===== src/rtl/pipe_stage_ctrl.sv =====
// pipe_stage_ctrl
// Applies hazard-unit stall/flush decisions to the five-stage pipeline:
// drives register load enables and bubble injects, tracks per-stage valid
// bits, and sequences the fetch redirect handshake after a mispredict flush.
// Optional feature: define PIPE_CTRL_PERF_EN to add the performance counters
// perf_stall_cycles and perf_flush_count.

module pipe_stage_ctrl #(
    parameter int XLEN          = 32,
    parameter int STALL_TIMEOUT = 255
) (
    input  logic            clk,
    input  logic            reset,
    input  logic [1:0]      hazard_stall,
    input  logic            hazard_flush,
    input  logic [XLEN-1:0] redirect_pc,
    input  logic            if_valid,
    input  logic            mem_busy,
    input  logic            redirect_ready,
    output logic            if_id_en,
    output logic            id_ex_en,
    output logic            ex_mem_en,
    output logic            mem_wb_en,
    output logic            id_ex_bubble,
    output logic            ex_mem_bubble,
    output logic            mem_wb_bubble,
    output logic            id_valid,
    output logic            ex_valid,
    output logic            mem_valid,
    output logic            wb_valid,
    output logic            redirect_valid,
    output logic [XLEN-1:0] redirect_pc_o,
    output logic [1:0]      pipe_state,
    output logic            stall_timeout
`ifdef PIPE_CTRL_PERF_EN
    ,
    output logic [31:0]     perf_stall_cycles,
    output logic [31:0]     perf_flush_count
`endif
);

    typedef enum logic [1:0] {
        ST_RUN      = 2'b00,
        ST_STALL    = 2'b01,
        ST_FREEZE   = 2'b10,
        ST_REDIRECT = 2'b11
    } state_t;

    localparam logic [15:0] WD_MAX   = 16'hFFFF;
    localparam logic [15:0] WD_LIMIT = 16'(STALL_TIMEOUT);

    state_t          state_q, state_d;
    logic            id_d, ex_d, mem_d, wb_d;
    logic            rv_d;
    logic [XLEN-1:0] pc_d;
    logic            pend_q, pend_d;
    logic [XLEN-1:0] pend_pc_q, pend_pc_d;
    logic            flush_now;
    logic [XLEN-1:0] flush_pc;
    logic            stall_ex, stall_mem;
    logic [15:0]     wd_cnt, wd_next;

    // A flush that arrived during a freeze is replayed as if it arrived now;
    // a live flush on the same cycle is newer and takes precedence.
    assign flush_now = hazard_flush | pend_q;
    assign flush_pc  = hazard_flush ? redirect_pc : pend_pc_q;
    assign stall_mem = hazard_stall[1];
    assign stall_ex  = (hazard_stall == 2'b01);
    assign pipe_state = state_q;

    // Priority decode: reset, memory freeze, flush, stall, then normal run.
    // redirect_valid doubles as the "redirect in progress" marker, which
    // also remembers that a freeze was entered from REDIRECT.
    always_comb begin
        if_id_en      = 1'b0;
        id_ex_en      = 1'b0;
        ex_mem_en     = 1'b0;
        mem_wb_en     = 1'b0;
        id_ex_bubble  = 1'b0;
        ex_mem_bubble = 1'b0;
        mem_wb_bubble = 1'b0;
        id_d          = id_valid;
        ex_d          = ex_valid;
        mem_d         = mem_valid;
        wb_d          = wb_valid;
        rv_d          = redirect_valid;
        pc_d          = redirect_pc_o;
        pend_d        = pend_q;
        pend_pc_d     = pend_pc_q;
        state_d       = state_q;

        if (reset) begin
            id_ex_bubble  = 1'b1;
            ex_mem_bubble = 1'b1;
            mem_wb_bubble = 1'b1;
        end else if (mem_busy) begin
            state_d = ST_FREEZE;
            if (hazard_flush) begin
                pend_d    = 1'b1;
                pend_pc_d = redirect_pc;
            end
        end else if (flush_now) begin
            id_ex_en     = 1'b1;
            id_ex_bubble = 1'b1;
            ex_mem_en    = 1'b1;
            mem_wb_en    = 1'b1;
            id_d         = 1'b0;
            ex_d         = 1'b0;
            mem_d        = ex_valid;
            wb_d         = mem_valid;
            rv_d         = 1'b1;
            pc_d         = flush_pc;
            pend_d       = 1'b0;
            state_d      = ST_REDIRECT;
        end else begin
            if (stall_mem) begin
                mem_wb_en     = 1'b1;
                mem_wb_bubble = 1'b1;
                wb_d          = 1'b0;
            end else if (stall_ex) begin
                ex_mem_en     = 1'b1;
                ex_mem_bubble = 1'b1;
                mem_wb_en     = 1'b1;
                mem_d         = 1'b0;
                wb_d          = mem_valid;
            end else begin
                id_ex_en  = 1'b1;
                ex_mem_en = 1'b1;
                mem_wb_en = 1'b1;
                ex_d      = id_valid;
                mem_d     = ex_valid;
                wb_d      = mem_valid;
            end

            if (redirect_valid) begin
                id_d = 1'b0;
                if (redirect_ready) begin
                    rv_d    = 1'b0;
                    state_d = ST_RUN;
                end else begin
                    state_d = ST_REDIRECT;
                end
            end else begin
                if (!stall_mem && !stall_ex) begin
                    if_id_en = 1'b1;
                    id_d     = if_valid;
                end
                state_d = (hazard_stall != 2'b00) ? ST_STALL : ST_RUN;
            end
        end
    end

    // State, valid bits, redirect request and pending-flush registers.
    always_ff @(posedge clk) begin
        if (reset) begin
            state_q        <= ST_RUN;
            id_valid       <= 1'b0;
            ex_valid       <= 1'b0;
            mem_valid      <= 1'b0;
            wb_valid       <= 1'b0;
            redirect_valid <= 1'b0;
            redirect_pc_o  <= '0;
            pend_q         <= 1'b0;
            pend_pc_q      <= '0;
        end else begin
            state_q        <= state_d;
            id_valid       <= id_d;
            ex_valid       <= ex_d;
            mem_valid      <= mem_d;
            wb_valid       <= wb_d;
            redirect_valid <= rv_d;
            redirect_pc_o  <= pc_d;
            pend_q         <= pend_d;
            pend_pc_q      <= pend_pc_d;
        end
    end

    // Saturating increment so a very long stall cannot wrap the watchdog.
    assign wd_next = (wd_cnt == WD_MAX) ? wd_cnt : wd_cnt + 16'd1;

    // Watchdog: count consecutive non-RUN cycles, latch a sticky flag.
    always_ff @(posedge clk) begin
        if (reset) begin
            wd_cnt        <= '0;
            stall_timeout <= 1'b0;
        end else if (state_q == ST_RUN) begin
            wd_cnt <= '0;
        end else begin
            wd_cnt <= wd_next;
            if (wd_next >= WD_LIMIT) begin
                stall_timeout <= 1'b1;
            end
        end
    end

`ifdef PIPE_CTRL_PERF_EN
    logic flush_accept;
    assign flush_accept = !reset && !mem_busy && flush_now;

    // Free-running performance counters; they wrap naturally at 2^32.
    always_ff @(posedge clk) begin
        if (reset) begin
            perf_stall_cycles <= '0;
            perf_flush_count  <= '0;
        end else begin
            if (state_q == ST_STALL || state_q == ST_FREEZE) begin
                perf_stall_cycles <= perf_stall_cycles + 32'd1;
            end
            if (flush_accept) begin
                perf_flush_count <= perf_flush_count + 32'd1;
            end
        end
    end
`endif

endmodule

===== config.mk =====
export PLATFORM = sky130hd
export DESIGN_NAME = pipe_stage_ctrl
export DESIGN_NICKNAME = d
export VERILOG_FILES = /design/src/rtl/pipe_stage_ctrl.sv
export SDC_FILE = /design/constraint.sdc
export NUM_CORES = 1
export LEC_CHECK = 0
export CAP_MARGIN = 20
export CORE_MARGIN = 3
export CORE_UTILIZATION = 54
export CTS_CLUSTER_DIAMETER = 60
export DETAILED_ROUTE_END_ITERATION = 8
export PLACE_DENSITY = 0.81
export SETUP_SLACK_MARGIN = 0.05
export SLEW_MARGIN = 20
export SYNTH_ARGS = -nofsm -noshare
export SYNTH_HDL_FRONTEND = slang
export SYNTH_SLANG_ARGS = --single-unit
export TNS_END_PERCENT = 20

===== constraint.sdc =====
create_clock -name clk -period 6.3 [get_ports clk]
set_input_delay 1.89 -clock clk [delete_from_list [all_inputs] [get_ports clk]]
set_output_delay 1.89 -clock clk [all_outputs]
set_load 0.05 [all_outputs]

Yosys cells after proc, flatten, opt, wreduce, memory -nomap -nowiden:

Cells that the tools add are included.

* $add $sub $neg: 1
* bitwise gates (word level): 3
* equal/unequal tests: 5
* muxes and demuxes: 52
* order comparisons: 1
* reduce and logical (&&, ||, !) cells: 15

Operators by type and width (count)
* $mux W1: 46
* $mux W32: 1
* $add A16 B1 Y16 const B: 1
* $eq A16 B16 Y1 const B: 1
* $ge A16 B8 Y1 const B: 1
* $mux W16: 1
* $reduce_and A2 Y1: 5
* $mux W2: 4
* $ne A2 B2 Y1 const B: 2
* $reduce_bool A2 Y1: 2
* $reduce_or A2 Y1: 2
* $reduce_and A3 Y1: 1
* $reduce_bool A3 Y1: 1
* $eq A2 B1 Y1 const B: 1
* $logic_not A1 Y1: 2
* $logic_not A2 Y1: 1
* $ne A2 B1 Y1 const B: 1
* $not A1 Y1: 2
* $logic_and A1 B1 Y1: 1
* $or A1 B1 Y1: 1

* bits of input ports: 40
* word-level logic and storage cells: 89
* flip-flop bits (word level): 89
* output and inout port bits: 47

Logic depth before layout (Yosys ltp):

* depth after elaboration: 8
* depth in mapped cells: 7
* mapped depth without buffers: 7

Worst setup path before layout:

No wires, ideal clock.

* path kind: input-to-output
* start point: input mem_busy
* end point: output if_id_en
* path slack: 968 ps
* arrival time: 3442 ps
* stages on the path: 3
* path buffers: 1
* required time: 4410 ps
* cell sequence: clkbuf_1 > nor2_1 > and4_1

* longest elaborated chain between the ends: 2

Ends and longest elaborated chain
* start, declared: line 18 `input logic mem_busy,`
* $mux W1: line 96 `end else if (mem_busy) begin`
* $mux W1: line 92 `if (reset) begin`
* end, declared: line 20 `output logic if_id_en,`

Every way passes these cells.

Worst setup path after layout:

* start point: input mem_busy
* end point: output ex_mem_bubble

* longest elaborated chain between the ends: 2

Ends and longest elaborated chain
* $mux W1: line 96
* $mux W1: line 92
* end, declared: line 25 `output logic ex_mem_bubble,`

Every way passes these cells.

==> results.json <==
{
  "status": "finished clean",
  "dr.first_iter.drc_count": 148,
  "start_kind": "input port",
  "antenna_found_initial": 0,
  "max-vdd-ir-drop_mv": 0.175,
  "timing.fmax_ghz": 0.176,
  "viasPerCell": 5.49,
  "hold_path_class": "reg2reg",
  "finalCritPeriodShare_pct": 90.3,
  "ys_types": 45,
  "ioPinCount": 87,
  "synth_top_cell_by_area": "dfxtp_1",
  "finClkSkew_ns": 0.00821,
  "port-buffer-count": 86,
  "yosysWarnings": 0,
  "clkTransAtPathRegs_ns": 0.09,
  "cts_hold_buffers": 0,
  "worstPathRequired_ns": 4.41,
  "cts_setup_buffers": 0,
  "core_area_sq_um": 6570,
  "max_slew_margin_pct": 52.4,
  "crit_type": "in2out",
  "yosysTopAreaCellShare_pct": 47.1,
  "finalSetupViolations": 0,
  "fin_setup_tns_ns": 0,
  "finalNetCount": 553,
  "synth.cell_area_sq_um": 3780,
  "n_antenna_cell": 0,
  "post-dp-hpwl_microns": 5740,
  "via_count": 3346,
  "dr.pass1.iters": 5,
  "ys_seq_area_share_pct": 47.1,
  "cts_tree": "done",
  "endpoint_kind": "output pin",
  "cts_root_buffer": "clkbuf_8",
  "drc_errors": 0,
  "crit_fanout": 4,
  "min_period_ns": 5.69,
  "cap_viol_max_count": 0,
  "cts.sinks": 89,
  "worst_pin_slew_ns": 0.713,
  "postSynth.asyncResetShare_pct": 0,
  "gp_congestion": 0.839,
  "grt_max_degree": 65,
  "initial_core_util_pct": 57.6,
  "grt_pass1_vias": 3192,
  "clockBufferDepth": 2,
  "synthesis.nets": 483,
  "h-tree-depth": 3,
  "synth_edf_count": 0,
  "detail_route.wl_per_cell_microns": 14.0,
  "syn_area_per_cell_sq_um": 8.55,
  "numCtsBuffers": 9,
  "ys_top_cells_by_area": "dfxtp_1 47%, mux2i_1 9.0%, nand2_1 7.1%",
  "grt_remaining_overflow": 0,
  "rows": 29,
  "grtUsageTotal_pct": 22.7,
  "whs_ns": 0.457,
  "ys_seq_elements": 89,
  "critPathArrivalTime_ns": 3.80,
  "die-height_microns": 89.7,
  "powerDensity_nw_per_um2": 245,
  "clk_latency_ns": 0.35,
  "die_area_sq_um": 8040,
  "p_leak_uw": 0.00181,
  "postRouteAntennaNets": 0,
  "hold_viol_final": 0,
  "cts_resized": 0,
  "area_growth_pct": 28.3,
  "chipWidth_microns": 89.7,
  "n_fill_cell": 505,
  "grt_pass1_wl_microns": 14300,
  "rsz0062_at_grt": "no",
  "layout-drive-gt1-share_pct": 6.96,
  "synth_top_flop_cell": "dfxtp_1",
  "wl_microns": 8570,
  "slew_violations": 0,
  "synthCells": 442
}
==> critical path: stages <==
cell	delay, ns
clkdlybuf4s50_1	0.47
nor3_1	0.42
a31o_2	0.22
clkdlybuf4s50_1	0.80
==> logic make-up after synthesis <==
family	Yosys count	share of synthesized area, %
mux	34	9.00
xor+xnor	12	2.78
compound gates	98	16.5
buf+inv	38	4.24
flops	89	47.1
fa+ha+maj	1	0.331
simple gates	170	20.0
==> area by class of cell <==
cell class | count | area [sq um] | share of cell area, %
clock buffer | 11 | 141 | 2.92
clock inverter | 5 | 40.0 | 0.826
sequential | 89 | 1780 | 36.7
multi-input combinational | 315 | 1850 | 38.1
tap | 93 | 116 | 2.40
timing repair buffer | 91 | 898 | 18.5
inverter | 6 | 22.5 | 0.464
==> metrics by stage <==
stage / worst slack [ns] / cell area, sq um / instances / util [%] / total power, uW
global route: 0.546 / 4850 / 610 / 73.8 / 1240
detailed placement: 0.659 / 4670 / 594 / 71.0 / 842
floorplan: 0.968 / 3780 / 442 / - / 758
global placement: 0.675 / 4670 / 594 / 71.0 / 839
CTS: 0.640 / 4850 / 610 / 73.8 / 1200
finish: 0.608 / 4850 / 610 / 73.8 / 1190
==> placed cells by master (no fill, tap or decap), drive strengths merged, types with 2 or more instances in the layout <==
cell,Yosys,layout
nor2,56,56
nand3,9,9
xnor2,7,7
buf,5,8
clkbuf,27,11
o21ai,5,5
and4,2,2
inv,6,7
a21oi,41,41
clkdlybuf4s50,0,83
xor2,5,5
dfxtp,89,89
nor3,5,5
a31oi,4,4
mux2i,34,34
nand2,72,72
or2,2,2
a211oi,34,34
and2,5,5
clkinvlp,0,3
nand4,6,6
o22ai,2,2
and3,7,7
nand2b,3,3
==> state kept, by name, indices dropped and copies added, names as in the netlist <==
| name | cells |
|---|---|
| mem_valid | 1 |
| pend_q | 1 |
| redirect_valid | 1 |
| redirect_pc_o | 32 |
| wd_cnt | 16 |
| id_valid | 1 |
| pend_pc_q | 32 |
| ex_valid | 1 |
| pipe_state | 2 |
| stall_timeout | 1 |
| wb_valid | 1 |
==> path summary, 6_finish.rpt <==
check               start             to  slack (ns)  cells after the start
max reg2reg     wd_cnt[0]  stall_timeout        3.76                      7
min reg2reg  pend_pc_q[3]   pend_pc_q[3]        0.46                      2
max              mem_busy  ex_mem_bubble        0.61                      4
min          pend_pc_q[3]   pend_pc_q[3]        0.46                      2
==> where the power goes <==
group / internal, uW / switching, uW / leakage, uW
logic: 86.0 / 138 / 0.000996
clock network: 156 / 202 / 0.0000822
registers: 590 / 15.5 / 0.000729
total: 832 / 355 / 0.00181
==> layer usage <==
layer | global-route usage (%) | part of all wire, %
met4 | 7.17 | 0.64
met5 | 0 | 0
met2 | 37.2 | 48
met1 | 28.8 | 45
met3 | 6.75 | 6.4
==> synthesized netlist by cell type (all sizes together) (2+ instances only) <==
| master | number |
|---|---|
| dfxtp | 89 |
| nand2 | 72 |
| nor2 | 56 |
| a21oi | 41 |
| a211oi | 34 |
| mux2i | 34 |
| clkbuf | 27 |
| nand3 | 9 |
| and3 | 7 |
| xnor2 | 7 |
| inv | 6 |
| nand4 | 6 |
| and2 | 5 |
| buf | 5 |
| nor3 | 5 |
| o21ai | 5 |
| xor2 | 5 |
| a31oi | 4 |
| nand2b | 3 |
| and4 | 2 |
| o22ai | 2 |
| or2 | 2 |
(Power assumes the default switching activity.)
